[src/rtl/keypad_pkg.sv]
// keypad_pkg: shared types, key codes and the key-map lookup
// for the 4x4 keypad decoder.
package keypad_pkg;

  typedef enum logic [1:0] {
    IDLE,
    DEB_PRESS,
    PRESSED,
    DEB_RELEASE
  } state_t;

  typedef enum logic [1:0] {
    FR_NONE,
    FR_KEY,
    FR_MULTI
  } frame_kind_t;

  localparam logic [3:0] KEY_0    = 4'h0;
  localparam logic [3:0] KEY_A    = 4'hA;
  localparam logic [3:0] KEY_B    = 4'hB;
  localparam logic [3:0] KEY_C    = 4'hC;
  localparam logic [3:0] KEY_D    = 4'hD;
  localparam logic [3:0] KEY_STAR = 4'hE;
  localparam logic [3:0] KEY_HASH = 4'hF;

  function automatic logic [2:0] popcount4(
    input logic [3:0] v
  );
    popcount4 = {2'b00, v[0]} + {2'b00, v[1]}
              + {2'b00, v[2]} + {2'b00, v[3]};
  endfunction

  function automatic logic [3:0] key_lookup(
    input logic [3:0] col_onehot,
    input logic [3:0] row_onehot
  );
    logic [1:0] c;
    logic [1:0] r;
    unique case (1'b1)
      col_onehot[3]: c = 2'd0;
      col_onehot[2]: c = 2'd1;
      col_onehot[1]: c = 2'd2;
      default:       c = 2'd3;
    endcase
    unique case (1'b1)
      row_onehot[0]: r = 2'd0;
      row_onehot[1]: r = 2'd1;
      row_onehot[2]: r = 2'd2;
      default:       r = 2'd3;
    endcase
    if (c == 2'd3) begin
      unique case (r)
        2'd0:    key_lookup = KEY_A;
        2'd1:    key_lookup = KEY_B;
        2'd2:    key_lookup = KEY_C;
        default: key_lookup = KEY_D;
      endcase
    end else if (r != 2'd3) begin
      key_lookup = {2'b00, r} * 4'd3
                 + {2'b00, c} + 4'd1;
    end else if (c == 2'd0) begin
      key_lookup = KEY_STAR;
    end else if (c == 2'd1) begin
      key_lookup = KEY_0;
    end else begin
      key_lookup = KEY_HASH;
    end
  endfunction

endpackage

[src/rtl/keypad_frame.sv]
// keypad_frame: column-transition capture and per-frame hit
// accumulation; classifies each finished frame.
module keypad_frame
  import keypad_pkg::*;
(
  input  logic        clk,
  input  logic        reset,
  input  logic [3:0]  columns,
  input  logic [3:0]  sample,
  output logic        frame_end,
  output frame_kind_t frame_kind,
  output logic [3:0]  frame_code
);

  logic [3:0] columns_q;
  logic [3:0] sample_q;
  logic [3:0] seen_q;
  logic [3:0] code_q;
  logic [1:0] hits_q;
  logic       multi_q;
  logic       primed_q;

  logic       trans;
  logic [2:0] sum;
  logic [3:0] seen_n;
  logic [3:0] code_n;
  logic [1:0] hits_n;
  logic       multi_n;

  assign trans     = columns != columns_q;
  assign frame_end = trans && (columns == 4'b1000);
  assign sum       = {1'b0, hits_q} + popcount4(sample_q);

  always_comb begin
    seen_n  = seen_q;
    code_n  = code_q;
    hits_n  = hits_q;
    multi_n = multi_q;
    if (trans) begin
      if (!$onehot(columns_q)) begin
        multi_n = 1'b1;
      end else begin
        seen_n = seen_q | columns_q;
        hits_n = (sum >= 3'd2) ? 2'd2 : sum[1:0];
        if ($onehot(sample_q))
          code_n = key_lookup(columns_q, sample_q);
      end
    end
  end

  // The first frame after reset only counts if every column was seen.
  always_comb begin
    frame_code = code_n;
    if (multi_n || hits_n == 2'd2 ||
        (!primed_q && seen_n != 4'hF))
      frame_kind = FR_MULTI;
    else if (hits_n == 2'd1)
      frame_kind = FR_KEY;
    else
      frame_kind = FR_NONE;
  end

  always_ff @(posedge clk or posedge reset) begin
    if (reset) begin
      columns_q <= 4'h0;
      sample_q  <= 4'h0;
      seen_q    <= 4'h0;
      code_q    <= 4'h0;
      hits_q    <= 2'd0;
      multi_q   <= 1'b0;
      primed_q  <= 1'b0;
    end else begin
      columns_q <= columns;
      sample_q  <= sample;
      if (frame_end) begin
        code_q   <= 4'h0;
        hits_q   <= 2'd0;
        multi_q  <= 1'b0;
        primed_q <= 1'b1;
        seen_q   <= seen_n;
      end else begin
        seen_q  <= seen_n;
        code_q  <= code_n;
        hits_q  <= hits_n;
        multi_q <= multi_n;
      end
    end
  end

endmodule

[src/rtl/keypad_decoder.sv]
// keypad_decoder: frame-level debounce FSM turning keypad scan
// frames into key_valid / key_held / key_code.
module keypad_decoder
  import keypad_pkg::*;
#(
  parameter int STABLE_FRAMES = 3
) (
  input  logic       clk,
  input  logic       reset,
  input  logic [3:0] columns,
  input  logic [3:0] sample,
  output logic [3:0] key_code,
  output logic       key_valid,
  output logic       key_held
);

  localparam logic [3:0] STABLE = 4'(STABLE_FRAMES);

  state_t      state;
  logic [3:0]  cnt;
  logic [3:0]  cand;
  logic [3:0]  cnt_inc;
  logic        frame_end;
  frame_kind_t frame_kind;
  logic [3:0]  frame_code;
  logic        hit;
  logic        hit_cand;
  logic        hit_code;

  keypad_frame u_frame (
    .clk        (clk),
    .reset      (reset),
    .columns    (columns),
    .sample     (sample),
    .frame_end  (frame_end),
    .frame_kind (frame_kind),
    .frame_code (frame_code)
  );

  assign cnt_inc  = cnt + 4'd1;
  assign hit      = frame_kind == FR_KEY;
  assign hit_cand = hit && (frame_code == cand);
  assign hit_code = hit && (frame_code == key_code);

  always_ff @(posedge clk or posedge reset) begin
    if (reset) begin
      state     <= IDLE;
      cnt       <= 4'd0;
      cand      <= 4'h0;
      key_code  <= 4'h0;
      key_valid <= 1'b0;
      key_held  <= 1'b0;
    end else begin
      key_valid <= 1'b0;
      if (frame_end) begin
        unique case (state)
          IDLE: begin
            if (hit) begin
              cand <= frame_code;
              cnt  <= 4'd1;
              if (STABLE == 4'd1) begin
                state     <= PRESSED;
                key_code  <= frame_code;
                key_valid <= 1'b1;
                key_held  <= 1'b1;
              end else begin
                state <= DEB_PRESS;
              end
            end
          end
          DEB_PRESS: begin
            if (hit_cand) begin
              cnt <= cnt_inc;
              if (cnt_inc == STABLE) begin
                state     <= PRESSED;
                key_code  <= cand;
                key_valid <= 1'b1;
                key_held  <= 1'b1;
              end
            end else if (hit) begin
              cand <= frame_code;
              cnt  <= 4'd1;
            end else begin
              state <= IDLE;
              cnt   <= 4'd0;
            end
          end
          PRESSED: begin
            if (!hit_code) begin
              cnt <= 4'd1;
              if (STABLE == 4'd1) begin
                state    <= IDLE;
                key_held <= 1'b0;
              end else begin
                state <= DEB_RELEASE;
              end
            end
          end
          DEB_RELEASE: begin
            if (hit_code) begin
              state <= PRESSED;
            end else begin
              cnt <= cnt_inc;
              if (cnt_inc == STABLE) begin
                state    <= IDLE;
                key_held <= 1'b0;
                cnt      <= 4'd0;
              end
            end
          end
          default: state <= IDLE;
        endcase
      end
    end
  end

endmodule

[config.mk]
export PLATFORM = sky130hd
export DESIGN_NAME = keypad_decoder
export DESIGN_NICKNAME = d
export VERILOG_FILES = /design/src/rtl/keypad_pkg.sv /design/src/rtl/keypad_frame.sv /design/src/rtl/keypad_decoder.sv
export SDC_FILE = /design/constraint.sdc
export NUM_CORES = 1
export LEC_CHECK = 0
export ABC_AREA = 1
export CAP_MARGIN = 20
export CORE_AREA = 2 2 74 76
export CTS_BUF_LIST = sky130_fd_sc_hd__clkbuf_8
export DETAILED_ROUTE_END_ITERATION = 10
export DIE_AREA = 0 0 76 78
export PLACE_DENSITY_LB_ADDON = 0.12
export RECOVER_POWER = 50
export SETUP_SLACK_MARGIN = 0.05
export SYNTH_ARGS = -nofsm -noshare
export SYNTH_HDL_FRONTEND = slang
export SYNTH_SLANG_ARGS = --single-unit
[constraint.sdc]
create_clock -name clk -period 3.8 [get_ports clk]
set_input_delay 0.95 -clock clk [delete_from_list [all_inputs] [get_ports clk]]
set_output_delay 0.95 -clock clk [all_outputs]
set_load 0.02 [all_outputs]
==> impl_metrics.json <==
{
  "critPathKind": "reg -> reg",
  "slowest_stage": "fa_1",
  "core_mm2": 0.00504,
  "layout_common_cells": "nand2_1, inv_1, dfrtp_1, nand3_1, nor2_1",
  "synth.avg_cell_area_um2": 7.30,
  "cts_root_buf": "clkbuf_8",
  "die_area_mm2": 0.00593,
  "yosys-top-cells-area": "dfrtp_1, nand2_1, inv_1, ha_1, nand3_1",
  "clock-sinks": 36,
  "grt-ovfl-total": 0,
  "critPathLaunchType": "flip-flop",
  "postRouteAntennaNets": 0,
  "hpwl_um": 3810,
  "worstPathRequired_ns": 4.03,
  "ys_types": 27,
  "cts_buffer_depth": 2,
  "worstPathMaxFanout": 4,
  "fin_tns_setup_ns": 0,
  "drtIter0Drc": 106,
  "drc_errors": 0,
  "dieHeight_um": 78,
  "slew_headroom_pct": -32.0,
  "grt_max_degree": 37,
  "nets": 400,
  "htreeDepth": 2,
  "numPortBuffers": 15,
  "failed_checks": "capacitance limit, slew limit",
  "rsz0062_at_grt": "false",
  "leakage_nw": 1.50,
  "path_clk_slew_ns": 0.07,
  "final_common_cell": "nand2_1",
  "cts_buffers": 5,
  "fin_skew_ns": 0.00409,
  "antenna_found_initial": 0,
  "period_share_pct": 90.6,
  "status": "finished, violations left",
  "worstPathArrival_ns": 3.67,
  "cpPeakStageDelay_ns": 0.49,
  "slew_viol_final": 37,
  "cp_cell_sequence": "ha_1 -> inv_1 -> fa_1 -> inv_1 -> ha_1 -> inv_1 -> fa_1 -> nand3_1 -> nand2_1 -> o21ai_0 -> nand2_1 -> o21ai_1 -> inv_1 -> nand3_1 -> a21oi_4 -> buf_4 -> nand3_1 -> nand3_1 -> nand2_1 -> nand2_1",
  "n_fill_cell": 491,
  "synthDominantCellAreaShare_pct": 35.7,
  "power.total_w": 0.00120,
  "p_per_area_mw_per_mm2": 416,
  "start_util_pct": 50.0,
  "ys_seq_elements": 36,
  "min_path_type": "reg -> reg",
  "ir_worst_vdd_uv": 292,
  "crit_path_end_kind": "flip-flop",
  "grtUsageTotal_pct": 18.6,
  "rows": 26,
  "clkLatencyLatePin_ns": 0.29,
  "globalplace.congestion": 0.878,
  "fmax_mhz": 290,
  "synth_largest_area_cell": "dfrtp_1",
  "area_growth_pct": 14.6,
  "period_needed_ns": 3.44,
  "syn_nets": 375,
  "synth-seq-area-share_pct": 35.7,
  "dr.pass1.iters": 5,
  "grt_pass1_vias": 2014,
  "syn_inst": 345,
  "cts_tree": "yes",
  "syn_area_mm2": 0.00252,
  "drt_wl_total_um": 4980,
  "viasPerCell": 4.77,
  "n_antenna_cell": 0,
  "grt_pass1_wl_um": 8980,
  "final-setup-viol-count": 0,
  "die_w_um": 76,
  "layout-drive-gt1-share_pct": 9.73,
  "synth_warnings": 0,
  "vias": 2099,
  "ioPinCount": 16,
  "max_cap_violations": 1,
  "routedWlPerCell_um": 11.3,
  "tightest_slew_ns": 1.98,
  "hold_viol": 0
}
-- power breakdown --
group	internal, W	switching [W]	total (W)
clock network	0.000162	0.000136	0.000298
registers	0.000429	0.0000266	0.000455
logic	0.000163	0.000286	0.000449
-- state kept, by name, indices dropped and copies added (netlist names) --
register,count
key_held,1
key_code,4
cand,4
u_frame.hits_q,2
u_frame.code_q,4
cnt,4
key_valid,1
state,2
u_frame.multi_q,1
u_frame.seen_q,4
u_frame.columns_q,4
u_frame.primed_q,1
u_frame.sample_q,4
-- cells in the mapped netlist --
library cell  count
nor2_2            4
nand2_2           7
dfrtp_1          36
nor2_1           22
fa_1              6
a21oi_4           2
nand2_1         108
xnor2_1           2
o21bai_1          1
nand3_1          31
inv_1            63
or2_2             2
nor2_4            2
and2_1            1
nand4_2           2
o21ai_2           2
nand3b_1          6
buf_6             1
o21ai_1           7
o21ai_0           6
inv_2             2
nor3_1            1
nor4_1            1
nand2_4           1
ha_1             14
nand4_1           6
a21oi_1           9
-- cells by family (layout without fill, tap and decap cells) --
kind of cell | after synthesis | count (layout) | share of synthesized area, %
XOR/XNOR | 2 | 2 | 0.695
AO/OA/AOI/OAI | 27 | 27 | 6.65
buffers and inverters | 66 | 91 | 10.1
AND/OR/NAND/NOR | 194 | 194 | 35.1
adder cells (fa/ha/maj) | 20 | 20 | 11.7
flip-flops | 36 | 36 | 35.7
-- worst paths after layout --
| kind | startpoint | to | slack, ns | cells after the start |
|---|---|---|---|---|
| worst max-delay path | u_frame.sample_q[1] | cnt[2] | 0.36 | 20 |
| worst min-delay path | u_frame.primed_q | u_frame.primed_q | 0.51 | 2 |
| worst max register to register | u_frame.sample_q[1] | cnt[2] | 0.36 | 20 |
| worst min register to register | u_frame.primed_q | u_frame.primed_q | 0.51 | 2 |
| max in group asynchronous | reset | u_frame.code_q[3] | 0.86 | 3 |
| min in group asynchronous | reset | u_frame.sample_q[3] | 1.81 | 3 |
-- per-stage QoR --
step | instance area, µm² | instances | hold WS, ns | setup WS (ns) | util (%)
CTS | 2860 | 438 | 0.510 | 0.275 | 56.7
global route | 2890 | 440 | 0.525 | 0.0864 | 57.3
global placement | 2760 | 431 | 0.482 | 0.341 | 54.8
detailed placement | 2760 | 431 | 0.492 | 0.289 | 54.8
finish | 2890 | 440 | 0.506 | 0.357 | 57.3
floorplan | 2520 | 345 | 0.464 | 0.666 | -
-- worst max-delay path, delay by kind of cell (launching register included) --
kind	cells	cell delay (ns)
flops	1	0.42
simple gates	8	0.83
compound gates	3	0.32
fa+ha+maj	4	1.42
buf+inv	5	0.39
-- routing by layer --
layer	wire, µm	GRT usage (%)	up-vias
met5	0	0	-
met4	48	5.45	0
met3	106	3.49	4
met2	2300	30.4	17
met1	2520	25.4	956
li1	-	-	1122
-- final cells by class --
class                           count  area, µm²  area share (%)
Inverter                           65        244            8.45
Sequential cell                    36        901            31.2
Tap cell                           70       87.6            3.03
Multi-Input combinational cell    243       1380            47.9
Clock buffer                        7       96.3            3.33
Timing Repair Buffer               19        176            6.11
-- timing repair --
action,4_1_cts,5_1_grt
setup endpoints to repair,0,15
buffers inserted,0,2
hold buffers,0,0
resized for setup,0,6
Power figures use the tool's default switching activity.
